===== config.mk =====
export PLATFORM = sky130hd
export DESIGN_NAME = reset_seq_ctrl
export DESIGN_NICKNAME = d
export VERILOG_FILES = /design/src/rtl/reset_seq_ctrl.sv
export SDC_FILE = /design/constraint.sdc
export NUM_CORES = 1
export LEC_CHECK = 0
export ABC_AREA = 1
export BUFFER_PORTS_ARGS = -buffer_cell sky130_fd_sc_hd__clkbuf_2
export CAP_MARGIN = 20
export CORE_MARGIN = 5
export CORE_UTILIZATION = 55
export DETAILED_ROUTE_END_ITERATION = 8
export PLACE_DENSITY = 0.87
export SYNTH_ARGS = -nofsm -noshare
export SYNTH_HDL_FRONTEND = slang
export SYNTH_SLANG_ARGS = --single-unit

===== constraint.sdc =====
create_clock -name clk -period 4.3 [get_ports clk]
set_input_delay 0.43 -clock clk [delete_from_list [all_inputs] [get_ports clk]]
set_output_delay 0.43 -clock clk [all_outputs]
set_load 0.01 [all_outputs]

===== src/rtl/reset_seq_ctrl.sv =====
// rtl/reset_seq_ctrl.sv - ordered clock-enable / reset-release sequencer for N_DOM domains
//
// Power-up walks domains 0..N_DOM-1: ungate the clock, let it run PRE_CYC
// cycles, release reset, settle POST_CYC cycles, move on. Power-down walks
// N_DOM-1..0 in reverse: reassert reset, keep the clock running OFF_CYC
// cycles, gate it, move on. Because enables and releases only ever change
// one bit at a time in that order, release_rst_o is always a contiguous run
// from bit 0 and always a subset of clk_en_o.
module reset_seq_ctrl #(
  parameter int N_DOM    = 4,
  parameter int PRE_CYC  = 4,
  parameter int POST_CYC = 2,
  parameter int OFF_CYC  = 3
) (
  input  logic             clk,
  input  logic             reset,
  input  logic             up_req_i,
  input  logic             down_req_i,
  output logic [N_DOM-1:0] clk_en_o,
  output logic [N_DOM-1:0] release_rst_o,
  output logic [2:0]       cur_dom_o,
  output logic             busy_o,
  output logic             all_up_o,
  output logic             all_down_o
);

  typedef enum logic [2:0] {
    OFF     = 3'd0,
    UP_PRE  = 3'd1,
    UP_POST = 3'd2,
    ON      = 3'd3,
    DN_RST  = 3'd4,
    DN_OFF  = 3'd5
  } state_t;

  localparam logic [2:0] LAST_DOM = 3'(N_DOM - 1);
  // Counter reload values: a state loaded with X-1 dwells exactly X cycles.
  localparam logic [3:0] PRE_LD   = 4'(PRE_CYC - 1);
  localparam logic [3:0] POST_LD  = 4'(POST_CYC - 1);
  localparam logic [3:0] OFF_LD   = 4'(OFF_CYC - 1);

  state_t           state_q, state_d;
  logic [3:0]       cnt_q, cnt_d;
  logic [2:0]       dom_q, dom_d;
  logic [N_DOM-1:0] clk_en_q, clk_en_d;
  logic [N_DOM-1:0] rel_q, rel_d;
  logic             busy_q, busy_d;
  logic             all_up_q, all_up_d;
  logic             all_down_q, all_down_d;

  // One-hot mask selecting domain idx; built bitwise so N_DOM=1 needs no
  // narrow index arithmetic.
  function automatic logic [N_DOM-1:0] dom_bit(input logic [2:0] idx);
    logic [N_DOM-1:0] r;
    r = '0;
    for (int i = 0; i < N_DOM; i++) begin
      r[i] = (idx == 3'(i));
    end
    return r;
  endfunction

  // Next-state, dwell counter and next output values for the sequencer.
  always_comb begin
    state_d  = state_q;
    dom_d    = dom_q;
    clk_en_d = clk_en_q;
    rel_d    = rel_q;
    // Saturating count: parks at zero rather than wrapping.
    cnt_d    = (cnt_q != 4'd0) ? (cnt_q - 4'd1) : 4'd0;

    unique case (state_q)
      OFF: begin
        // down_req_i has no meaning here; up wins a simultaneous request.
        if (up_req_i) begin
          state_d  = UP_PRE;
          dom_d    = 3'd0;
          clk_en_d = clk_en_q | dom_bit(3'd0);
          cnt_d    = PRE_LD;
        end
      end
      UP_PRE: begin
        if (cnt_q == 4'd0) begin
          state_d = UP_POST;
          rel_d   = rel_q | dom_bit(dom_q);
          cnt_d   = POST_LD;
        end
      end
      UP_POST: begin
        if (cnt_q == 4'd0) begin
          if (dom_q == LAST_DOM) begin
            state_d = ON;
            cnt_d   = 4'd0;
          end else begin
            state_d  = UP_PRE;
            dom_d    = dom_q + 3'd1;
            clk_en_d = clk_en_q | dom_bit(dom_q + 3'd1);
            cnt_d    = PRE_LD;
          end
        end
      end
      ON: begin
        // up_req_i has no meaning here; down wins a simultaneous request.
        if (down_req_i) begin
          state_d = DN_RST;
          dom_d   = LAST_DOM;
          rel_d   = rel_q & ~dom_bit(LAST_DOM);
          cnt_d   = OFF_LD;
        end
      end
      DN_RST: begin
        if (cnt_q == 4'd0) begin
          state_d  = DN_OFF;
          clk_en_d = clk_en_q & ~dom_bit(dom_q);
          cnt_d    = 4'd0;
        end
      end
      DN_OFF: begin
        // Single-cycle gap between gating one clock and resetting the next.
        if (dom_q == 3'd0) begin
          state_d = OFF;
          cnt_d   = 4'd0;
        end else begin
          state_d = DN_RST;
          dom_d   = dom_q - 3'd1;
          rel_d   = rel_q & ~dom_bit(dom_q - 3'd1);
          cnt_d   = OFF_LD;
        end
      end
      default: begin
        state_d  = OFF;
        dom_d    = 3'd0;
        clk_en_d = '0;
        rel_d    = '0;
        cnt_d    = 4'd0;
      end
    endcase

    busy_d     = (state_d != OFF) && (state_d != ON);
    all_up_d   = (state_d == ON);
    all_down_d = (state_d == OFF);
  end

  // State and registered outputs; reset forces the all-off condition at once.
  always_ff @(posedge clk or posedge reset) begin
    if (reset) begin
      state_q    <= OFF;
      cnt_q      <= 4'd0;
      dom_q      <= 3'd0;
      clk_en_q   <= '0;
      rel_q      <= '0;
      busy_q     <= 1'b0;
      all_up_q   <= 1'b0;
      all_down_q <= 1'b1;
    end else begin
      state_q    <= state_d;
      cnt_q      <= cnt_d;
      dom_q      <= dom_d;
      clk_en_q   <= clk_en_d;
      rel_q      <= rel_d;
      busy_q     <= busy_d;
      all_up_q   <= all_up_d;
      all_down_q <= all_down_d;
    end
  end

  assign clk_en_o      = clk_en_q;
  assign release_rst_o = rel_q;
  assign cur_dom_o     = dom_q;
  assign busy_o        = busy_q;
  assign all_up_o      = all_up_q;
  assign all_down_o    = all_down_q;

endmodule


==> results.json <==
{
  "comb_power_share_pct": 59.5,
  "p_sw_uw": 571,
  "hpwl_um": 2680,
  "fp.dieH_um": 59.0,
  "pwr-share-clk_pct": 9.4,
  "synth_area_leaders": "dfrtp_1 (38%), nand2_1 (13%), ha_1 (8.5%)",
  "ys_warn_count": 0,
  "yosysTopAreaCell": "dfrtp_1",
  "antennaDiodeCount": 0,
  "outcome": "finished clean",
  "track_usage_pct": 22.8,
  "required_ps": 4550,
  "rows": 17,
  "num_vias": 1276,
  "syn_area_per_cell_um2": 7.33,
  "cts_resized": 0,
  "timing.setup.tns_ps": 0,
  "rsz0062_at_grt": "false",
  "syn-num-nets": 193,
  "cpMostUsedCell": "ha_1",
  "fin_nets": 215,
  "clk_latency_ps": 320,
  "cts_sinks": 21,
  "clock_path_buffers": 2,
  "crit_path_end_kind": "register",
  "synthArstFlopShare_pct": 100,
  "final_util_pct": 65.1,
  "drive_gt1_share_pct": 15.4,
  "first_iter_violations": 51,
  "synth_edf_count": 0,
  "min_period_ps": 1860,
  "ios": 18,
  "irDropWorstVdd_mv": 0.431,
  "p_seq_share_pct": 31.2,
  "start_util_pct": 58.5,
  "synth_cells": 180,
  "tightest_slew_ps": 769,
  "cp-start-kind": "register",
  "fmax_mhz": 538,
  "worstPathMaxFanout": 5,
  "leakage_nw": 0.861,
  "crit_type": "reg -> reg",
  "grt_pass1_vias": 1305,
  "path_cells": "ha_1 -> ha_1 -> inv_1 -> nand3_1 -> nor2_1 -> a31oi_1 -> a21oi_1",
  "p_int_uw": 530,
  "slew_violations": 0,
  "post-cts-setup-buffers": 0,
  "multiInputGateArea_um2": 684,
  "fill_cells": 221,
  "final_area_um2": 1470,
  "grt_pass1_wl_um": 6000,
  "maxSlewHeadroom_pct": 48.7,
  "whs_ps": 206,
  "routed_wl_um": 3380,
  "worst_path_max_delay_cell": "dfrtp_1",
  "cpPeakStageDelay_ps": 450,
  "fin_worst_skew_ps": 10.6,
  "ys_ff_latch": 21,
  "antenna_found_initial": 0,
  "via_per_inst": 5.57,
  "syn_area_um2": 1320,
  "ctsHoldBuffers": 0,
  "synthTopCellsByCount": "nand2_1 (44), inv_1 (28), dfrtp_1 (20), nor2_1 (20), a21oi_1 (13)",
  "dieArea_um2": 3480,
  "drc": 0,
  "yosysMostFrequentCell": "nand2_1",
  "fp.dieW_um": 59.0,
  "synth_cell_types": 23,
  "yosysSeqAreaShare_pct": 39.9,
  "cts_made_buffers": 3,
  "routabilityCongestion": 0.926,
  "power_density_nw_per_um2": 750,
  "io_buffer_count": 17,
  "hold_viol": 0,
  "arrival_ps": 2110,
  "netlist.area_leader.share_pct": 37.9,
  "drv_cap": 0,
  "path_clk_slew_ps": 130,
  "htree_levels": 1,
  "cts_tree": "done",
  "ys.flop_type": "dfrtp_1",
  "grt_max_degree": 22,
  "power_mw": 1.10,
  "postRouteAntennaNets": 0,
  "wl_per_cell_um": 14.8,
  "syn_to_final_growth_pct": 11.2,
  "cts.root.buffer_cell": "clkbuf_4",
  "final-setup-viol-count": 0,
  "seqCellArea_um2": 527,
  "core_um2": 2250,
  "p_sw_share_pct": 51.8,
  "dpl_cell_area_um2": 1440,
  "overflow": 0,
  "post-route-period-util_pct": 43.2,
  "hold_class": "in -> async",
  "drtPass1Iterations": 4
}
==> power groups by stage <==
stage               combinational [mW]  sequential [mW]  clock [mW]
finish                           0.655            0.343       0.103
global route                     0.744            0.354       0.114
CTS                              0.645            0.342       0.100
detailed placement               0.641            0.346           0
global placement                 0.626            0.342           0
floorplan                        0.449            0.354           0
==> sequential cells by signal, indices dropped and copies added (netlist names) <==
register,cells
all_down_o,1
all_up_o,1
busy_o,1
cur_dom_o,3
state_q,3
cnt_q,4
release_rst_o,4
clk_en_o,4
==> path summary, 6_finish.rpt <==
kind | endpoint | start | slack (ps) | cells after the start
min in group clk | cnt_q[1]$_DFF_PP0_ | down_req_i | 390 | 3
min | cur_dom_o[0]$_DFFE_PP0P_ | reset | 210 | 2
max in group asynchronous | cnt_q[3]$_DFF_PP0_ | reset | 3610 | 2
max reg2reg | clk_en_o[3]$_DFFE_PP0P_ | cur_dom_o[0]$_DFFE_PP0P_ | 2440 | 7
max | clk_en_o[3]$_DFFE_PP0P_ | cur_dom_o[0]$_DFFE_PP0P_ | 2440 | 7
min reg2reg | release_rst_o[1]$_DFFE_PP0P_ | release_rst_o[1]$_DFFE_PP0P_ | 570 | 2
==> logic make-up after synthesis <==
| family | synth area share, % |
|---|---|
| DFF | 39.9 |
| and+or+nand+nor | 28.3 |
| AOI/OAI and AO/OA | 13.6 |
| buffers and inverters | 8.25 |
| xor gates and xnor gates | 1.33 |
| adders and majority gates | 8.53 |
==> critical path, delay by kind of cell, from the launching register on <==
family	cells	cell delay, ps
adders and majority gates	2	480
and+or+nand+nor	2	470
DFF	1	450
AOI/OAI and AO/OA	2	300
buffers and inverters	1	90
==> stage by stage <==
stage | setup slack [ps] | std cells
after global placement | 2590 | 225
final | 2440 | 229
after detailed placement | 2530 | 225
after global routing | 2310 | 229
after floorplan | 2730 | 180
after CTS | 2490 | 229
==> per-layer routing <==
| layer | wire length, um | up-vias | global-route usage [%] |
|---|---|---|---|
| met2 | 1700 | 61 | 39.0 |
| met3 | 205 | 11 | 3.05 |
| met4 | 95 | 0 | 10.4 |
| met1 | 1380 | 590 | 28.5 |
| met5 | 0 | - | 0 |
| li1 | - | 614 | - |
==> area by class of cell <==
class / count / area share (%)
multi-input cells: 130 / 46.6
flip-flops and latches: 21 / 35.9
inverters: 29 / 7.42
repair buffers: 17 / 5.80
well taps: 28 / 2.39
clock buffers: 3 / 1.53
clock inverters: 1 / 0.341
==> placed cells by master, fill, tap and decap left out <==
cell type / count
ha_1: 9
inv_1: 28
dfstp_2: 1
nand3_1: 9
clkbuf_2: 17
nand4_1: 2
xnor2_1: 1
dfrtp_1: 20
nor3_1: 4
o22ai_1: 1
a31oi_1: 5
nor2_4: 1
o21ai_1: 1
nor3b_1: 1
o21ai_0: 9
clkinv_2: 1
a21oi_1: 13
nand2_1: 44
o211ai_2: 1
nand2_2: 4
nor2_1: 20
nor2_2: 2
inv_2: 1
xor2_1: 1
o21a_1: 2
clkbuf_4: 3
(Power assumes the default switching activity.)
